[src/rtl/cpu_types_pkg.sv]
// Shared CPU types: opcode encodings, machine word and memory-stage FSM states.
// Helper functions classify opcodes for the memory-access stage.
package cpu_types_pkg;

   typedef logic [31:0] word_t;

   typedef enum logic [5:0] {
      RTYPE = 6'b000000,
      ADDI  = 6'b001000,
      LW    = 6'b100011,
      SW    = 6'b101011,
      LL    = 6'b110000,
      SC    = 6'b111000
   } opcode_t;

   typedef enum logic [1:0] {
      IDLE,
      ACCESS,
      HOLD
   } memstate_t;

   function automatic logic is_memop(opcode_t op);
      return op inside {LW, SW, LL, SC};
   endfunction

   function automatic logic is_read(opcode_t op);
      return op inside {LW, LL};
   endfunction

endpackage

[src/rtl/mem_access_unit_if.sv]
// Data-cache request port between the memory-access stage (master) and the cache (slave).
// Addresses and data are one machine word wide.
interface mem_access_unit_if;
   import cpu_types_pkg::*;

   logic  dmemREN;
   logic  dmemWEN;
   word_t dmemaddr;
   word_t dmemstore;
   logic  dhit;
   word_t dmemload;

   modport master (
      output dmemREN, dmemWEN, dmemaddr, dmemstore,
      input  dhit, dmemload
   );

   modport slave (
      input  dmemREN, dmemWEN, dmemaddr, dmemstore,
      output dhit, dmemload
   );

endinterface

[src/rtl/ll_sc_link.sv]
// LL/SC link register: remembers the word address of the last LL and drops it on
// an explicit clear or a matching coherence snoop. Address bits below LINK_CMP_LSB are ignored.
module ll_sc_link #(
   parameter int ADDR_W       = 32,
   parameter int LINK_CMP_LSB = 2
) (
   input  logic              CLK,
   input  logic              RST,
   input  logic              set_i,
   input  logic [ADDR_W-1:0] set_addr_i,
   input  logic              clr_i,
   input  logic [ADDR_W-1:0] cmp_addr_i,
   input  logic              snoop_inv_i,
   input  logic [ADDR_W-1:0] snoop_addr_i,
   output logic              link_valid_o,
   output logic              match_o
);

   localparam int TAG_W = ADDR_W - LINK_CMP_LSB;

   logic             link_valid_q;
   logic [TAG_W-1:0] link_tag_q;
   logic             snoop_hit;
   logic [LINK_CMP_LSB-1:0] unused_low_bits;

   assign unused_low_bits = set_addr_i[LINK_CMP_LSB-1:0] ^ cmp_addr_i[LINK_CMP_LSB-1:0]
                          ^ snoop_addr_i[LINK_CMP_LSB-1:0];

   assign snoop_hit = link_valid_q & snoop_inv_i
                    & (snoop_addr_i[ADDR_W-1:LINK_CMP_LSB] == link_tag_q);

   // A snoop landing in the same cycle counts as already invalidated, so an SC sees it.
   assign match_o = link_valid_q & ~snoop_hit
                  & (cmp_addr_i[ADDR_W-1:LINK_CMP_LSB] == link_tag_q);

   assign link_valid_o = link_valid_q;

   always_ff @(posedge CLK) begin
      if (RST) begin
         link_valid_q <= 1'b0;
         link_tag_q   <= '0;
      end else if (set_i) begin
         link_valid_q <= 1'b1;
         link_tag_q   <= set_addr_i[ADDR_W-1:LINK_CMP_LSB];
      end else if (clr_i || snoop_hit) begin
         link_valid_q <= 1'b0;
      end
   end

endmodule

[src/rtl/mem_access_unit.sv]
// Memory-access stage controller: issues LW/SW/LL/SC to the data cache, stalls the
// pipeline until dhit, captures load data and the SC result, and owns the LL/SC link.
module mem_access_unit
   import cpu_types_pkg::*;
#(
   parameter int ADDR_W       = 32,  // must equal the width of word_t
   parameter int DATA_W       = 32,  // must equal the width of word_t
   parameter int LINK_CMP_LSB = 2
) (
   input  logic              CLK,
   input  logic              RST,
   input  logic              ex_valid,
   input  logic              flush,
   input  opcode_t           op,
   input  logic [ADDR_W-1:0] ex_alu_out,
   input  logic [DATA_W-1:0] ex_store_data,
   input  logic              snoop_inv,
   input  logic [ADDR_W-1:0] snoop_addr,
   mem_access_unit_if.master dbus,
   output logic              mem_stall,
   output logic [DATA_W-1:0] mem_dmemload,
   output logic [DATA_W-1:0] mem_sc_result,
   output logic              mem_done
);

   memstate_t         state_q;
   opcode_t           op_q;
   logic [ADDR_W-1:0] addr_q;
   logic [DATA_W-1:0] data_q;
   logic [DATA_W-1:0] load_q;
   logic              ren_q;
   logic              wen_q;
   logic              done_q;
   logic              sc_q;

   logic              go;
   logic              in_idle;
   logic              in_access;
   logic              acc_hit;
   logic              sc_fail;
   logic              link_set;
   logic              link_clr;
   logic              link_match;
   logic              link_valid;
   logic [ADDR_W-1:0] cmp_addr;

   assign go        = ex_valid & ~flush & is_memop(op);
   assign in_idle   = (state_q == IDLE);
   assign in_access = (state_q == ACCESS);
   assign acc_hit   = in_access & dbus.dhit;

   // The link is checked against the incoming SC in IDLE and the latched address in ACCESS.
   assign cmp_addr  = in_access ? addr_q : ex_alu_out;
   assign sc_fail   = (op == SC) & ~link_match;

   assign link_set  = acc_hit & (op_q == LL);
   assign link_clr  = (acc_hit & ((op_q == SC) | ((op_q == SW) & link_match)))
                    | (in_idle & go & sc_fail);

   ll_sc_link #(
      .ADDR_W       (ADDR_W),
      .LINK_CMP_LSB (LINK_CMP_LSB)
   ) u_link (
      .CLK          (CLK),
      .RST          (RST),
      .set_i        (link_set),
      .set_addr_i   (addr_q),
      .clr_i        (link_clr),
      .cmp_addr_i   (cmp_addr),
      .snoop_inv_i  (snoop_inv),
      .snoop_addr_i (snoop_addr),
      .link_valid_o (link_valid),
      .match_o      (link_match)
   );

   // NOTE: mem_stall must react in the detect cycle, so it is a continuous assign from
   // state and inputs rather than a register; a complete expression cannot infer a latch.
   assign mem_stall     = (in_idle & go) | in_access;
   assign mem_done      = done_q;
   assign mem_dmemload  = load_q;
   assign mem_sc_result = {{(DATA_W-1){1'b0}}, sc_q};

   assign dbus.dmemREN   = ren_q;
   assign dbus.dmemWEN   = wen_q;
   assign dbus.dmemaddr  = addr_q;
   assign dbus.dmemstore = data_q;

   always_ff @(posedge CLK) begin
      if (RST) begin
         state_q <= IDLE;
         op_q    <= RTYPE;
         addr_q  <= '0;
         data_q  <= '0;
         load_q  <= '0;
         ren_q   <= 1'b0;
         wen_q   <= 1'b0;
         done_q  <= 1'b0;
         sc_q    <= 1'b0;
      end else begin
         // NOTE: non-blocking defaults at the top are overridden below; done_q is thus a
         // one-cycle pulse raised only on the transitions into HOLD.
         done_q <= 1'b0;
         case (state_q)
            IDLE: begin
               if (go) begin
                  if (sc_fail) begin
                     sc_q    <= 1'b0;
                     done_q  <= 1'b1;
                     state_q <= HOLD;
                  end else begin
                     op_q    <= op;
                     addr_q  <= ex_alu_out;
                     data_q  <= ex_store_data;
                     ren_q   <= is_read(op);
                     wen_q   <= ~is_read(op);
                     state_q <= ACCESS;
                  end
               end
            end
            ACCESS: begin
               // The bus transaction is never abandoned; flush has no effect here.
               if (dbus.dhit) begin
                  ren_q   <= 1'b0;
                  wen_q   <= 1'b0;
                  done_q  <= 1'b1;
                  state_q <= HOLD;
                  if (is_read(op_q)) begin
                     load_q <= dbus.dmemload;
                  end
                  if (op_q == SC) begin
                     sc_q <= 1'b1;
                  end
               end
            end
            HOLD: begin
               state_q <= IDLE;
            end
            default: begin
               state_q <= IDLE;
            end
         endcase
      end
   end

endmodule

[src/flat_wrapper.sv]
// flat-port wrapper written by rule: the top's interface ports become plain ports
module mem_access_unit_flat import cpu_types_pkg::*;
#(
   parameter int ADDR_W       = 32,                                   
   parameter int DATA_W       = 32,                                   
   parameter int LINK_CMP_LSB = 2
)
  (CLK, RST, ex_valid, flush, op, ex_alu_out, ex_store_data, snoop_inv, snoop_addr, mem_stall, mem_dmemload, mem_sc_result, mem_done, dbus_dmemREN, dbus_dmemWEN, dbus_dmemaddr, dbus_dmemstore, dbus_dhit, dbus_dmemload);
  mem_access_unit_if dbus_i ();
  input  logic CLK;
  input  logic RST;
  input  logic ex_valid;
  input  logic flush;
  input  opcode_t op;
  input  logic [ADDR_W-1:0] ex_alu_out;
  input  logic [DATA_W-1:0] ex_store_data;
  input  logic snoop_inv;
  input  logic [ADDR_W-1:0] snoop_addr;
  output logic mem_stall;
  output logic [DATA_W-1:0] mem_dmemload;
  output logic [DATA_W-1:0] mem_sc_result;
  output logic mem_done;
  output wire logic [$bits(dbus_i.dmemREN)-1:0] dbus_dmemREN;
  output wire logic [$bits(dbus_i.dmemWEN)-1:0] dbus_dmemWEN;
  output wire logic [$bits(dbus_i.dmemaddr)-1:0] dbus_dmemaddr;
  output wire logic [$bits(dbus_i.dmemstore)-1:0] dbus_dmemstore;
  input wire logic [$bits(dbus_i.dhit)-1:0] dbus_dhit;
  input wire logic [$bits(dbus_i.dmemload)-1:0] dbus_dmemload;
  assign dbus_dmemREN = dbus_i.dmemREN;
  assign dbus_dmemWEN = dbus_i.dmemWEN;
  assign dbus_dmemaddr = dbus_i.dmemaddr;
  assign dbus_dmemstore = dbus_i.dmemstore;
  assign dbus_i.dhit = dbus_dhit;
  assign dbus_i.dmemload = dbus_dmemload;
  mem_access_unit #(.ADDR_W(ADDR_W), .DATA_W(DATA_W), .LINK_CMP_LSB(LINK_CMP_LSB)) u_core (.CLK(CLK), .RST(RST), .ex_valid(ex_valid), .flush(flush), .op(op), .ex_alu_out(ex_alu_out), .ex_store_data(ex_store_data), .snoop_inv(snoop_inv), .snoop_addr(snoop_addr), .dbus(dbus_i), .mem_stall(mem_stall), .mem_dmemload(mem_dmemload), .mem_sc_result(mem_sc_result), .mem_done(mem_done));
endmodule
[config.mk]
export PLATFORM = sky130hd
export DESIGN_NAME = mem_access_unit_flat
export DESIGN_NICKNAME = d
export VERILOG_FILES = /design/src/rtl/cpu_types_pkg.sv /design/src/rtl/mem_access_unit_if.sv /design/src/rtl/ll_sc_link.sv /design/src/rtl/mem_access_unit.sv /design/src/flat_wrapper.sv
export SDC_FILE = /design/constraint.sdc
export NUM_CORES = 1
export LEC_CHECK = 0
export BUFFER_PORTS_ARGS = -buffer_cell sky130_fd_sc_hd__buf_2
export CAP_MARGIN = 20
export CORE_ASPECT_RATIO = 1.4
export CORE_MARGIN = 4
export CORE_UTILIZATION = 45
export CTS_BUF_LIST = sky130_fd_sc_hd__clkbuf_4 sky130_fd_sc_hd__clkbuf_8 sky130_fd_sc_hd__clkbuf_16
export CTS_CLUSTER_DIAMETER = 80
export DETAILED_ROUTE_END_ITERATION = 12
export PLACE_DENSITY = 0.76
export SYNTH_ARGS = -nofsm -noshare
export SYNTH_HDL_FRONTEND = slang
export SYNTH_SLANG_ARGS = --single-unit
[constraint.sdc]
create_clock -name CLK -period 2.8 [get_ports CLK]
set_input_delay 0.56 -clock CLK [delete_from_list [all_inputs] [get_ports CLK]]
set_output_delay 0.56 -clock CLK [all_outputs]
set_load 0.01 [all_outputs]
# [Word-level counts from Yosys, hierarchy flattened]
# Index checks and enable logic that the tools add are counted.
[word_totals] register_bits=139 in_bits=140 output_inout_bits=132
[op_classes] eq_ne=16 mux=23 bitwise=21 n_reduce_logical=12
[op_table] operator="30-bit equality test" count=2
[op_table] operator="6-bit equality test, second input constant" count=8
[op_table] operator="32-bit two-way mux" count=1
[op_table] operator="1-bit two-way mux" count=14
[op_table] operator="1-bit AND" count=13
[op_table] operator="2-bit inequality test, second input constant" count=4
[op_table] operator="1-bit case mux with 2 select lines" count=4
[op_table] operator="2-bit nonzero test" count=4
[op_table] operator="2-bit two-way mux" count=3
[op_table] operator="3-bit AND reduction" count=2
[op_table] operator="1-bit inverter" count=5
[op_table] operator="5-bit AND reduction" count=1
[op_table] operator="2-bit case mux with 2 select lines" count=1
[op_table] operator="4-bit AND reduction" count=1
[op_table] operator="4-bit nonzero test" count=1
[op_table] operator="1-bit OR" count=3
[op_table] operator="2-bit by 1-bit equality test with 1-bit output, second input constant" count=1
[op_table] operator="2-bit logical NOT" count=1
[op_table] operator="2-bit by 1-bit inequality test with 1-bit output, second input constant" count=1
[op_table] operator="2-bit AND reduction" count=1
[op_table] operator="1-bit logical OR" count=1

# [Logic depth before layout (Yosys ltp)]
# Gate-level depths: netlist (run 1).
[depth] depth_word=12 depth_mapped=13

# [Modules after synthesis]
# A second synthesis (run 1) with hierarchy kept.
[unflattened] cells_unflattened=723 hier_area_um2=6512.5
[by_module_without_submodules] mod="mem_access_unit" n_inst=1 cells_per_inst=535 area_per_inst_um2=4744.6 seq_area_each_um2=2162.1
[by_module_without_submodules] mod="ll_sc_link" n_inst=1 cells_per_inst=188 area_per_inst_um2=1767.9 seq_area_each_um2=620.6

# [Worst setup path after synthesis (run 1)]
# OpenSTA, ideal clock, no wires.
[synth_path] path_kind="input-to-reg" start="in ex_alu_out[14]" end="reg u_core.data_q[10] (netlist: u_core.dbus.dmemstore[10])" arrival_time_ns=2.543 t_required_ns=2.694 setup_slack_ns=0.151 path_stages=11 n_path_buf=3 path_cell_list="nor2b_1 > nor4_1 > a221oi_1 > a2111oi_0 > nand4_1 > nor4_2 > buf_4 > buf_6 > buf_6 > nand4_1 > o311ai_0"
[synth_via] elab_chain_cells=7
[synth_rtl] element="from (decl)" line_no="flat_wrapper.sv:15" rtl="input logic [ADDR_W-1:0] ex_alu_out;"
[synth_rtl] element="32-bit two-way mux" line_no="mem_access_unit.sv:53" rtl="assign cmp_addr = in_access ? addr_q : ex_alu_out;"
[synth_rtl] element="30-bit equality test" line_no="ll_sc_link.sv:34" rtl="& (cmp_addr_i[ADDR_W-1:LINK_CMP_LSB] == link_tag_q);"
[synth_rtl] element="1-bit AND" line_no="ll_sc_link.sv:34"
[synth_rtl] element="1-bit inverter" line_no="mem_access_unit.sv:54" rtl="assign sc_fail = (op == SC) & ~link_match;"
[synth_rtl] element="1-bit AND" line_no="mem_access_unit.sv:54"
[synth_rtl] element="1-bit inverter (no source line)"
[synth_rtl] element="3-bit AND reduction (no source line)"
[synth_rtl] element="to (signal assigned)" line_no="mem_access_unit.sv:113" rtl="data_q <= ex_store_data;"
[synth_rtl] element="to (decl)" line_no="mem_access_unit.sv:29" rtl="logic [DATA_W-1:0] data_q;"
# No other way between the ends.
# A chain may end at the register's enable or synchronous reset.

# [Final worst setup path (run 1)]
[layout_path] start="reg u_core.state_q[1]" end="reg u_core.wen_q (netlist: u_core.dbus.dmemWEN)"
[layout_via] elab_chain_cells=8 elab_cells_between_ends=13 cone_classes="eq/ne (5); mux (2); bitwise (3); reduce/logical (3)"
[layout_rtl] element="from (decl)" line_no="mem_access_unit.sv:26" rtl="memstate_t state_q;"
[layout_rtl] element="from (signal assigned)" line_no="mem_access_unit.sv:90" rtl="state_q <= IDLE;"
[layout_rtl] element="from (signal assigned)" line_no="mem_access_unit.sv:109" rtl="state_q <= HOLD;"
[layout_rtl] element="from (signal assigned)" line_no="mem_access_unit.sv:116" rtl="state_q <= ACCESS;"
[layout_rtl] element="2-bit by 1-bit equality test with 1-bit output" line_no="mem_access_unit.sv:49, mem_access_unit.sv:103"
[layout_rtl] element="32-bit two-way mux" line_no="mem_access_unit.sv:53"
[layout_rtl] element="30-bit equality test" line_no="ll_sc_link.sv:34"
[layout_rtl] element="1-bit AND" line_no="ll_sc_link.sv:34"
[layout_rtl] element="1-bit inverter" line_no="mem_access_unit.sv:54"
[layout_rtl] element="1-bit AND" line_no="mem_access_unit.sv:54"
[layout_rtl] element="2-bit inequality test (no source line)"
[layout_rtl] element="4-bit AND reduction (no source line)"
[layout_rtl] element="to (signal assigned)" line_no="mem_access_unit.sv:115" rtl="wen_q <= ~is_read(op);"
[layout_rtl] element="to (decl)" line_no="mem_access_unit.sv:32" rtl="logic wen_q;"
# Parallel ways exist; a longest one is shown, timed or not.

==> summary.txt, run 1 <==
Outcome
  – Outcome: finished, violations left
  – Failing checks: setup timing

Pwr
  – VDD IR-drop max: 0.3217 mV
  – P_leak: 4.213 nW
  – Total Power: 0.004651 W
  – PwrDens: 445.4 mW/mm^2

Floorplan
  – Core area: 0.01689 mm^2
  – DIE AREA: 0.01950 mm^2
  – # IOs: 272
  – Die X: 119.2 um
  – Row cnt: 56
  – Initial Utilization: 46.10%
  – Die height: 163.6 um

Worst hold path
  – Hold Path Class: primary input to register

Drt
  – Via-to-Cell Ratio: 5.863
  – Vias post-DR: 8777
  – WL per Instance: 17.67 um
  – Final ANT Viol Nets: 0
  – WL final: 26450 um
  – First-pass DRT Iterations: 8
  – Initial DRC Count: 867
  – Residual DRC: 0

GRT
  – Vias in the first global route: 7968
  – GRT Total Usage: 24.98%
  – Initial antenna violation count: 1
  – Gr ovfl total: 0
  – Pin count of the biggest net entering global routing: 71
  – First-pass GRT wire length: 39910 um

Cells and area
  – Layout area overhead: 34.14%
  – Fraction of layout cells with a size suffix above 1: 29.75%
  – Area occupied by multi-input gates: 0.004481 mm^2
  – Fillers: 1446
  – Nets: 1391
  – Finished Cell Area: 0.01044 mm^2
  – Storage cell area: 0.002784 mm^2
  – Final Util: 61.84%

Timing
  – Rel. slew slack: 49.02%
  – Hold Violations, Final: 0
  – Final worst setup slack: -0.05804 ns
  – Part of the cycle the worst path needs: 102.1%
  – Tmin final: 2.858 ns
  – Fin Hold WS: 0.3666 ns
  – RSZ-0062 raised after global routing: yes
  – Least-Margin Pin Slew: 0.7646 ns
  – Final setup viols: 48
  – Count of pins over their slew limit: 0
  – Worst clock skew: 0.01002 ns
  – Fmax: 349.9 MHz

Synthesis
  – Synthesized instance count: 1019
  – Post-synth top area share: 35.74%
  – Synth Area in XOR/XNOR: 4.950%
  – Synth Area in Compound Gates: 25.01%
  – FF+latch count, synth: 139
  – Sequential fraction of the synthesis area: 35.74%
  – Main area contributors after synthesis: dfxtp_1, nand2_1, a41oi_1
  – Ys flop type: dfxtp_1
  – Ys async rst share: 0%
  – Simple logic cell fraction of the synthesized area: 23.19%
  – Number of synthesized flops with an enable pin: 0
  – Mean post-synth cell area: 7.640 um^2
  – Synth unique cells: 57
  – Post-synthesis adder-cell area fraction: 0%
  – Mapped Area: 0.007785 mm^2
  – Synth warnings: 0
  – Largest family of logic cells by synthesized area: compound AO/OA/AOI/OAI gates
  – Mux contribution to synthesized area: 0.7715%
  – Yosys top cell by area: dfxtp_1

Worst setup path
  – Critical path endpoint category: register
  – Critical Path Start Type: register
  – Critical path origin: u_core.state_q[1]
  – Flop2flop setup slack: -0.06 ns
  – Reg-to-reg critical path startpoint: u_core.state_q[1]
  – Reg2reg end: u_core.dbus.dmemWEN
  – CP Data Arrival Time: 3.20 ns
  – Critical path data required time: 3.14 ns
  – R2R depth: 13
  – Crit Path Category: register to register
  – Setup crit end: u_core.dbus.dmemWEN
  – Worst-path fanout max: 8

Clock network
  – Total CTS buffers: 17
  – Sink Count: 139
  – Clock Latency Late Sink: 0.42 ns
  – CTS Hold Bufs: 0
  – Clock Pin Slew Worst Setup and Hold Paths: 0.08 ns
  – CTS tree: done
  – H-tree depth: 4
  – Clk root buf: clkbuf_16
  – Longest Clk Path Bufs: 2

Placed design
  – Dpl ws: -0.2656 ns
  – Cell Area, Placed: 0.009336 mm^2
  – Port bufs: 238
  – Hpwl dp: 18090 um
  – Final estimated routing congestion in global placement: 0.9537

Flow run
  – MaxCap Viol Count: 0
area by class of cell:
class,count,share of cell area [%]
Antenna cell,1,0.02396
Tap cell,232,2.780
Timing Repair Buffer,316,20.33
Multi-Input combinational cell,743,42.91
Inverter,34,1.270
Clock inverter,15,1.953
Sequential cell,139,26.66
Clock buffer,17,4.074
per-layer routing:
metal  track usage (%)  vias up  part of all wire, %  wire length, um
met5                 0        -                    0                0
met4             13.97        0                  5.2             1386
met3             5.092      101                  7.3             1935
met2             42.58      432                   50            13110
met1             29.16     4069                   38            10020
li1                  -     4175                    -                -
sequential cells by signal (all words and copies together) (netlist names):
register / cells
u_core.u_link.link_tag_q: 30
u_core.dbus.dmemREN: 1
u_core.op_q: 6
u_core.u_link.link_valid_o: 1
u_core.mem_dmemload: 32
u_core.sc_q: 1
u_core.dbus.dmemWEN: 1
u_core.dbus.dmemaddr: 32
u_core.state_q: 2
u_core.mem_done: 1
u_core.dbus.dmemstore: 32
worst min path at each step:
stage                                       start                       to  slack (ns)  depth (start not counted)
after floorplan                    u_core.op_q[5]           u_core.op_q[5]        0.45                          2
after global placement    u_core.mem_dmemload[12]  u_core.mem_dmemload[12]        0.43                          2
after detailed placement   u_core.mem_dmemload[4]   u_core.mem_dmemload[4]        0.44                          2
after CTS                       dbus_dmemload[23]  u_core.mem_dmemload[23]        0.35                          3
after global routing            dbus_dmemload[29]  u_core.mem_dmemload[29]        0.36                          3
final                           dbus_dmemload[20]  u_core.mem_dmemload[20]        0.37                          3
report_power, final:
part	internal [W]	switching [W]
registers	0.00198	0.00000719
logic	0.000146	0.000218
clock network	0.00122	0.00107
critical path: stages (launching register included):
cell       delay, ns
dfxtp_2         0.32
and2b_2         0.24
buf_4           0.12
o21ai_2         0.07
a2111oi_4       0.30
buf_4           0.17
a22oi_1         0.11
or4_4           0.57
nor4_4          0.16
buf_6           0.19
buf_12          0.17
buf_6           0.13
o2111ai_1       0.11
o211ai_1        0.13
stage by stage:
step           instances  setup TNS (ns)
2_1_floorplan       1049               0
3_3_place_gp        1447          -12.99
3_5_place_dp        1447          -16.79
4_1_cts             1485          -1.306
5_1_grt             1497          -9.411
6_report            1497          -1.206
cell families after synthesis:
family          Yosys count
compound gates          260
xor+xnor                 44
mux                       6
flops                   139
buf+inv                 167
simple gates            402
other cells               1
cell usage in the layout (no fill, tap or decap), types with 31 or more instances in the layout:
cell type,count
buf_2,238
nand2_1,208
dfxtp_1,138
nor2_1,76
nand4_1,75
a21oi_1,71
a41oi_1,65
o311ai_1,46
buf_4,46
xnor2_1,40
inv_1,33
conb_1,31
repair_timing:
item,4_1_cts,5_1_grt
cloned,2,7
gates resized for setup,35,43
setup endpoints to repair,77,77
pin swaps,13,40
buffers inserted,5,4
cell usage after synthesis (all sizes together), types with 2 or more instances:
cell type / instances
a2111oi: 2
a211oi: 4
a21oi: 71
a221oi: 6
a22oi: 2
a31oi: 4
a41oi: 65
and3: 2
buf: 52
clkbuf: 81
dfxtp: 139
inv: 34
mux2i: 6
nand2: 208
nand2b: 6
nand3: 8
nand4: 75
nor2: 77
nor2b: 6
nor3: 3
nor4: 6
o2111ai: 3
o211ai: 2
o21a: 3
o21ai: 7
o221ai: 3
o22ai: 11
o311ai: 65
or2: 3
or3: 2
or4: 2
xnor2: 41
xor2: 3
Power figures use the tool's default switching activity.
==> run 2, diff against run 1 <==
Settings changed: REMOVE_ABC_BUFFERS set to 1.
==> run 2 against run 1 <==
The flow still finishes with violations (setup timing). Sequential cell count did not move. Wire length fell by 0.26%. Clock skew barely moved. Global-route usage rose by 0.16 points. Power rose by 1.5%. Cell count fell by 0.60%. Clock power rose by 3%. Non-clock buffer count fell by 8. Largest cell class unchanged. Largest power group unchanged.
==> summary.txt, run 2 (same netlist as run 1, synthesis figures left out) <==
Worst setup path
  – Slowest-stage cell, CP: or4_4
  – CP Data Arrival Time: 3.23 ns
  – CP delay by family, top: simple AND/OR/NAND/NOR gates
  – Worst-path fanout max: 10
  – Critical path endpoint category: register
  – Crit path cell chain: and2b_4 -> o21ai_4 -> a2111oi_4 -> a22oi_1 -> or4_4 -> nor4_4 -> buf_4 -> buf_12 -> buf_12 -> nand4_1 -> o311ai_1
  – Crit Path Category: register to register
  – Critical Path Start Type: register
  – Critical Path Max Stage Delay: 0.57 ns
  – CP dominant cell by count: buf_12
  – WP buf/inv: 3
  – Critical path data required time: 3.12 ns

Timing
  – Part of the cycle the worst path needs: 103.7%
  – Least-Margin Pin Slew: 0.7771 ns
  – Rel. slew slack: 48.19%
  – Final setup viols: 74
  – Tmin final: 2.904 ns
  – Count of pins over their slew limit: 0
  – Hold Violations, Final: 0
  – Final worst setup slack: -0.1044 ns
  – RSZ-0062 raised after global routing: yes
  – Fmax: 344.3 MHz
  – Worst clock skew: 0.01048 ns

Placed design
  – Placed insts: 1437
  – Hpwl dp: 18050 um
  – Dpl ws: -0.4452 ns
  – Cell Area, Placed: 0.009274 mm^2
  – Final estimated routing congestion in global placement: 0.8990
  – Port bufs: 238

Pwr
  – VDD IR-drop max: 0.2883 mV
  – Total Power: 0.004722 W
  – P_leak: 4.189 nW
  – PwrDens: 453.5 mW/mm^2

Cells and area
  – Layout area overhead: 33.75%
  – Nets: 1383
  – Final std cells w/o fill: 1488
  – Leading cell types in the layout, fill and taps excluded: buf_2, nand2_1, dfxtp_1
  – Final Util: 61.66%
  – Most common cell after layout, fill and taps aside: buf_2
  – Fillers: 1529
  – Fraction of layout cells with a size suffix above 1: 29.56%
  – Finished Cell Area: 0.01041 mm^2

GRT
  – Initial antenna violation count: 2
  – Pin count of the biggest net entering global routing: 80
  – Vias in the first global route: 8010
  – Gr ovfl total: 0
  – First-pass GRT wire length: 39800 um
  – GRT Total Usage: 25.14%

Clock network
  – Clk root buf: clkbuf_16
  – Longest Clk Path Bufs: 2
  – Clock Latency Late Sink: 0.43 ns
  – H-tree depth: 4
  – Clock Pin Slew Worst Setup and Hold Paths: 0.06 ns
  – CTS tree: done
  – CTS Hold Bufs: 0
  – Total CTS buffers: 17
  – Sink Count: 139

Floorplan
  – Die X: 119.2 um
  – DIE AREA: 0.01950 mm^2
  – Core area: 0.01689 mm^2
  – # IOs: 272
  – Row cnt: 56
  – Die height: 163.6 um
  – Initial Utilization: 46.10%

Drt
  – Via-to-Cell Ratio: 5.786
  – Final ANT Viol Nets: 0
  – First-pass DRT Iterations: 5
  – WL per Instance: 17.73 um
  – Initial DRC Count: 534
  – Vias post-DR: 8610
  – Residual DRC: 0
  – WL final: 26380 um

Flow run
  – MaxCap Viol Count: 0

Outcome
  – Failing checks: setup timing
  – Outcome: finished, violations left

Worst hold path
  – Hold Path Class: primary input to register
[run 2: per-stage QoR]
stage                     hold WS, ns  setup TNS [ns]
after floorplan                0.4402         -394.45
after global placement         0.4363          -25.20
after detailed placement       0.4399          -29.81
after CTS                      0.3569         -0.4476
after global routing           0.3784          -14.35
final                          0.3787          -4.790
[run 2: routing by layer]
layer | wire length, um | vias to the layer above | global-route usage, %
met5 | 33 | - | 0
met3 | 1925 | 104 | 7.378
met2 | 13010 | 361 | 43.09
met4 | 1334 | 4 | 14.76
met1 | 10080 | 3987 | 27.47
li1 | - | 4154 | -
[run 2: worst reg2reg max path, delay by kind of cell (launching register included)]
kind | cells | cell delay [ns]
buffers and inverters | 3 | 0.49
AO/OA/AOI/OAI | 4 | 0.69
AND/OR/NAND/NOR | 4 | 1.32
flip-flops | 1 | 0.31
[run 2: repair_timing]
action / 4_1_cts / 5_1_grt
buffers inserted: 8 / 2
setup endpoints to repair: 77 / 77
pin swaps: 7 / 25
gates resized for setup: 38 / 48
gates cloned: 4 / 6
[run 2: worst paths after layout]
kind,startpoint,to,slack [ns],cells past startpoint
max,u_core.state_q[1],u_core.op_q[4],-0.10,11
min,dbus_dmemload[27],u_core.mem_dmemload[27],0.38,3
max reg2reg,u_core.state_q[1],u_core.op_q[4],-0.10,11
min reg2reg,u_core.mem_dmemload[9],u_core.mem_dmemload[9],0.45,2
[run 2: area by class of cell]
class	count	area [um^2]	area share, %
Clock inverter	7	112.6	1.081
Multi-Input combinational cell	743	4517	43.38
Clock buffer	24	503.0	4.831
Inverter	34	132.6	1.274
Timing Repair Buffer	308	2072	19.90
Tap cell	232	290.3	2.788
Antenna cell	1	2.502	0.02403
Sequential cell	139	2783	26.72
[run 2: report_power, final]
part           internal [W]  switching, W
clock               0.00152      0.000850
combinational      0.000144      0.000219
sequential          0.00199    0.00000714
total               0.00365       0.00108
==> run 3, diff against run 2 <==
Settings changed: CORE_UTILIZATION 45 to 30, PLACE_DENSITY 0.76 to 0.54.
==> run 3 against run 2 <==
Final area rose by 1.6%. Wire length rose by 11%. Sequential power barely moved. Clock-buffer cell count fell by 7. Hold slack improved by 0.0029 ns. Power rose by 2.4%. Largest cell class unchanged. The run still ends with setup timing left. Critical endpoint is now u_core.dbus.dmemstore[7]. Non-clock buffer count rose by 9.
==> summary.txt, run 3 (same netlist as run 1, synthesis figures left out) <==
Outcome
  – Outcome: finished, violations left
  – Failing checks: setup timing

Timing
  – Final worst setup slack: -0.03672 ns
  – Worst clock skew: 0.01116 ns
  – Rel. slew slack: 44.55%
  – Setup tns final: -0.3093 ns
  – Final setup viols: 23
  – RSZ-0062 raised after global routing: yes
  – Part of the cycle the worst path needs: 101.3%
  – Fmax: 352.5 MHz
  – Tmin final: 2.837 ns
  – Hold Violations, Final: 0
  – Least-Margin Pin Slew: 0.8317 ns
  – Count of pins over their slew limit: 0

Cells and area
  – Fraction of layout cells with a size suffix above 1: 29.83%
  – Fillers: 2614
  – Nets: 1392
  – Finished Cell Area: 0.01058 mm^2
  – Leading cell types in the layout, fill and taps excluded: buf_2, nand2_1, dfxtp_1
  – Most common cell after layout, fill and taps aside: buf_2
  – Final std cells w/o fill: 1588
  – Layout area overhead: 35.87%

Placed design
  – Placed insts: 1529
  – Final estimated routing congestion in global placement: 0.8415
  – Cell Area, Placed: 0.009383 mm^2
  – Port bufs: 238
  – Dpl ws: -0.3970 ns
  – Hpwl dp: 19910 um

Drt
  – Vias post-DR: 8541
  – First-pass DRT Iterations: 5
  – Final ANT Viol Nets: 0
  – WL per Instance: 18.50 um
  – Residual DRC: 0
  – WL final: 29370 um
  – Initial DRC Count: 437
  – Via-to-Cell Ratio: 5.378

Floorplan
  – DIE AREA: 0.02863 mm^2
  – Initial Utilization: 30.57%
  – Core area: 0.02547 mm^2
  – Die X: 144.1 um
  – Die height: 198.6 um
  – Row cnt: 69
  – # IOs: 272

Clock network
  – Clock Pin Slew Worst Setup and Hold Paths: 0.06 ns
  – H-tree depth: 4
  – Sink Count: 139
  – Clock Latency Late Sink: 0.42 ns
  – Clk root buf: clkbuf_16
  – Total CTS buffers: 17
  – CTS tree: done
  – Longest Clk Path Bufs: 2

Worst hold path
  – Hold Path Class: primary input to register
  – HP Start: dbus_dmemload[21]
  – Hold Path Sink: u_core.mem_dmemload[21]
  – Hold path depth: 3

Worst setup path
  – Crit path cell chain: and2b_4 -> buf_6 -> o21a_1 -> a221oi_2 -> a2111oi_2 -> buf_4 -> nand4_1 -> nor4_4 -> buf_6 -> buf_4 -> clkbuf_16 -> o311ai_0
  – Critical Path Max Stage Delay: 0.38 ns
  – Reg-to-reg critical path startpoint: u_core.state_q[1]
  – Critical Path Start Type: register
  – CP delay by family, top: buffers and inverters
  – WP buf/inv: 5
  – Critical path endpoint category: register
  – Critical path data required time: 3.07 ns
  – CP Data Arrival Time: 3.10 ns
  – Crit Path Category: register to register
  – Slowest-stage cell, CP: nor4_4
  – R2R depth: 12
  – Reg2reg end: u_core.dbus.dmemstore[7]
  – Flop2flop setup slack: -0.04 ns
  – Worst-path fanout max: 5

Pwr
  – VDD IR-drop max: 0.3844 mV
  – PwrDens: 457.4 mW/mm^2
  – P_leak: 4.217 nW

GRT
  – Gr ovfl total: 0
  – Initial antenna violation count: 10
  – Vias in the first global route: 7631
  – GRT Total Usage: 18.60%
  – First-pass GRT wire length: 41750 um
  – Pin count of the biggest net entering global routing: 138

Flow run
  – MaxCap Viol Count: 0
run 3: changes by cell type in the layout (fill, tap and decap cells not counted), sizes merged:
cell	previous run	this run
bufinv	3	5
clkinvlp	1	3
buf	301	309
clkinv	3	6
clkbuf	31	25
diode	1	5
run 3: layout make-up:
type | instances | area (um^2) | area share (%)
diodes | 5 | 12.51 | 0.1183
repair buffers | 317 | 2153 | 20.36
clock inverters | 14 | 202.7 | 1.916
inverters | 34 | 132.6 | 1.254
multi-input cells | 743 | 4467 | 42.23
flip-flops and latches | 139 | 2785 | 26.33
well taps | 319 | 399.1 | 3.773
clock buffers | 17 | 425.4 | 4.022
run 3: worst max path at each step:
stage / to / startpoint / cells past startpoint / slack [ns]
floorplan: u_core.op_q[2] / u_core.state_q[0] / 8 / -5.15
detailed placement: u_core.dbus.dmemstore[31] / ex_alu_out[14] / 12 / -0.40
finish: u_core.dbus.dmemstore[7] / u_core.state_q[1] / 12 / -0.04
global placement: u_core.dbus.dmemaddr[0] / ex_alu_out[14] / 12 / -0.28
global route: u_core.dbus.dmemaddr[3] / u_core.state_q[1] / 13 / -0.14
CTS: u_core.dbus.dmemstore[12] / u_core.state_q[1] / 12 / -0.03
run 3: where the power goes:
| part | leakage (nW) | switching (W) | internal (W) |
|---|---|---|---|
| registers | 1.12 | 0.00000679 | 0.00199 |
| clock network | 0.304 | 0.000910 | 0.00156 |
| logic | 2.79 | 0.000221 | 0.000149 |
| total | 4.22 | 0.00114 | 0.00370 |
run 3: metrics by stage:
stage,util (%),total power (W),hold WS [ns]
global placement,36.84,0.002389,0.4359
finish,41.53,0.004838,0.3815
detailed placement,36.84,0.002393,0.4419
floorplan,-,0.002168,0.4402
CTS,40.04,0.004895,0.3555
global route,41.51,0.005014,0.3633
run 3: worst min-delay path: stages:
cell and delay (ns):
buf_2 0.09, nand2_1 0.04, a21oi_1 0.05
run 3: per-layer routing:
| layer | routed length [um] | GRT usage [%] | up-vias |
|---|---|---|---|
| met2 | 14910 | 32.48 | 285 |
| met1 | 11470 | 21.00 | 4010 |
| met3 | 2056 | 5.748 | 56 |
| met4 | 861 | 7.328 | 14 |
| li1 | - | - | 4176 |
| met5 | 71 | 0 | - |
run 3: timing repair:
item,CTS,global route
gates resized for setup,35,35
cloned,3,10
endpoints found under the setup margin,77,74
setup buffers,3,9
pin swaps,8,23
hold buffers,0,0
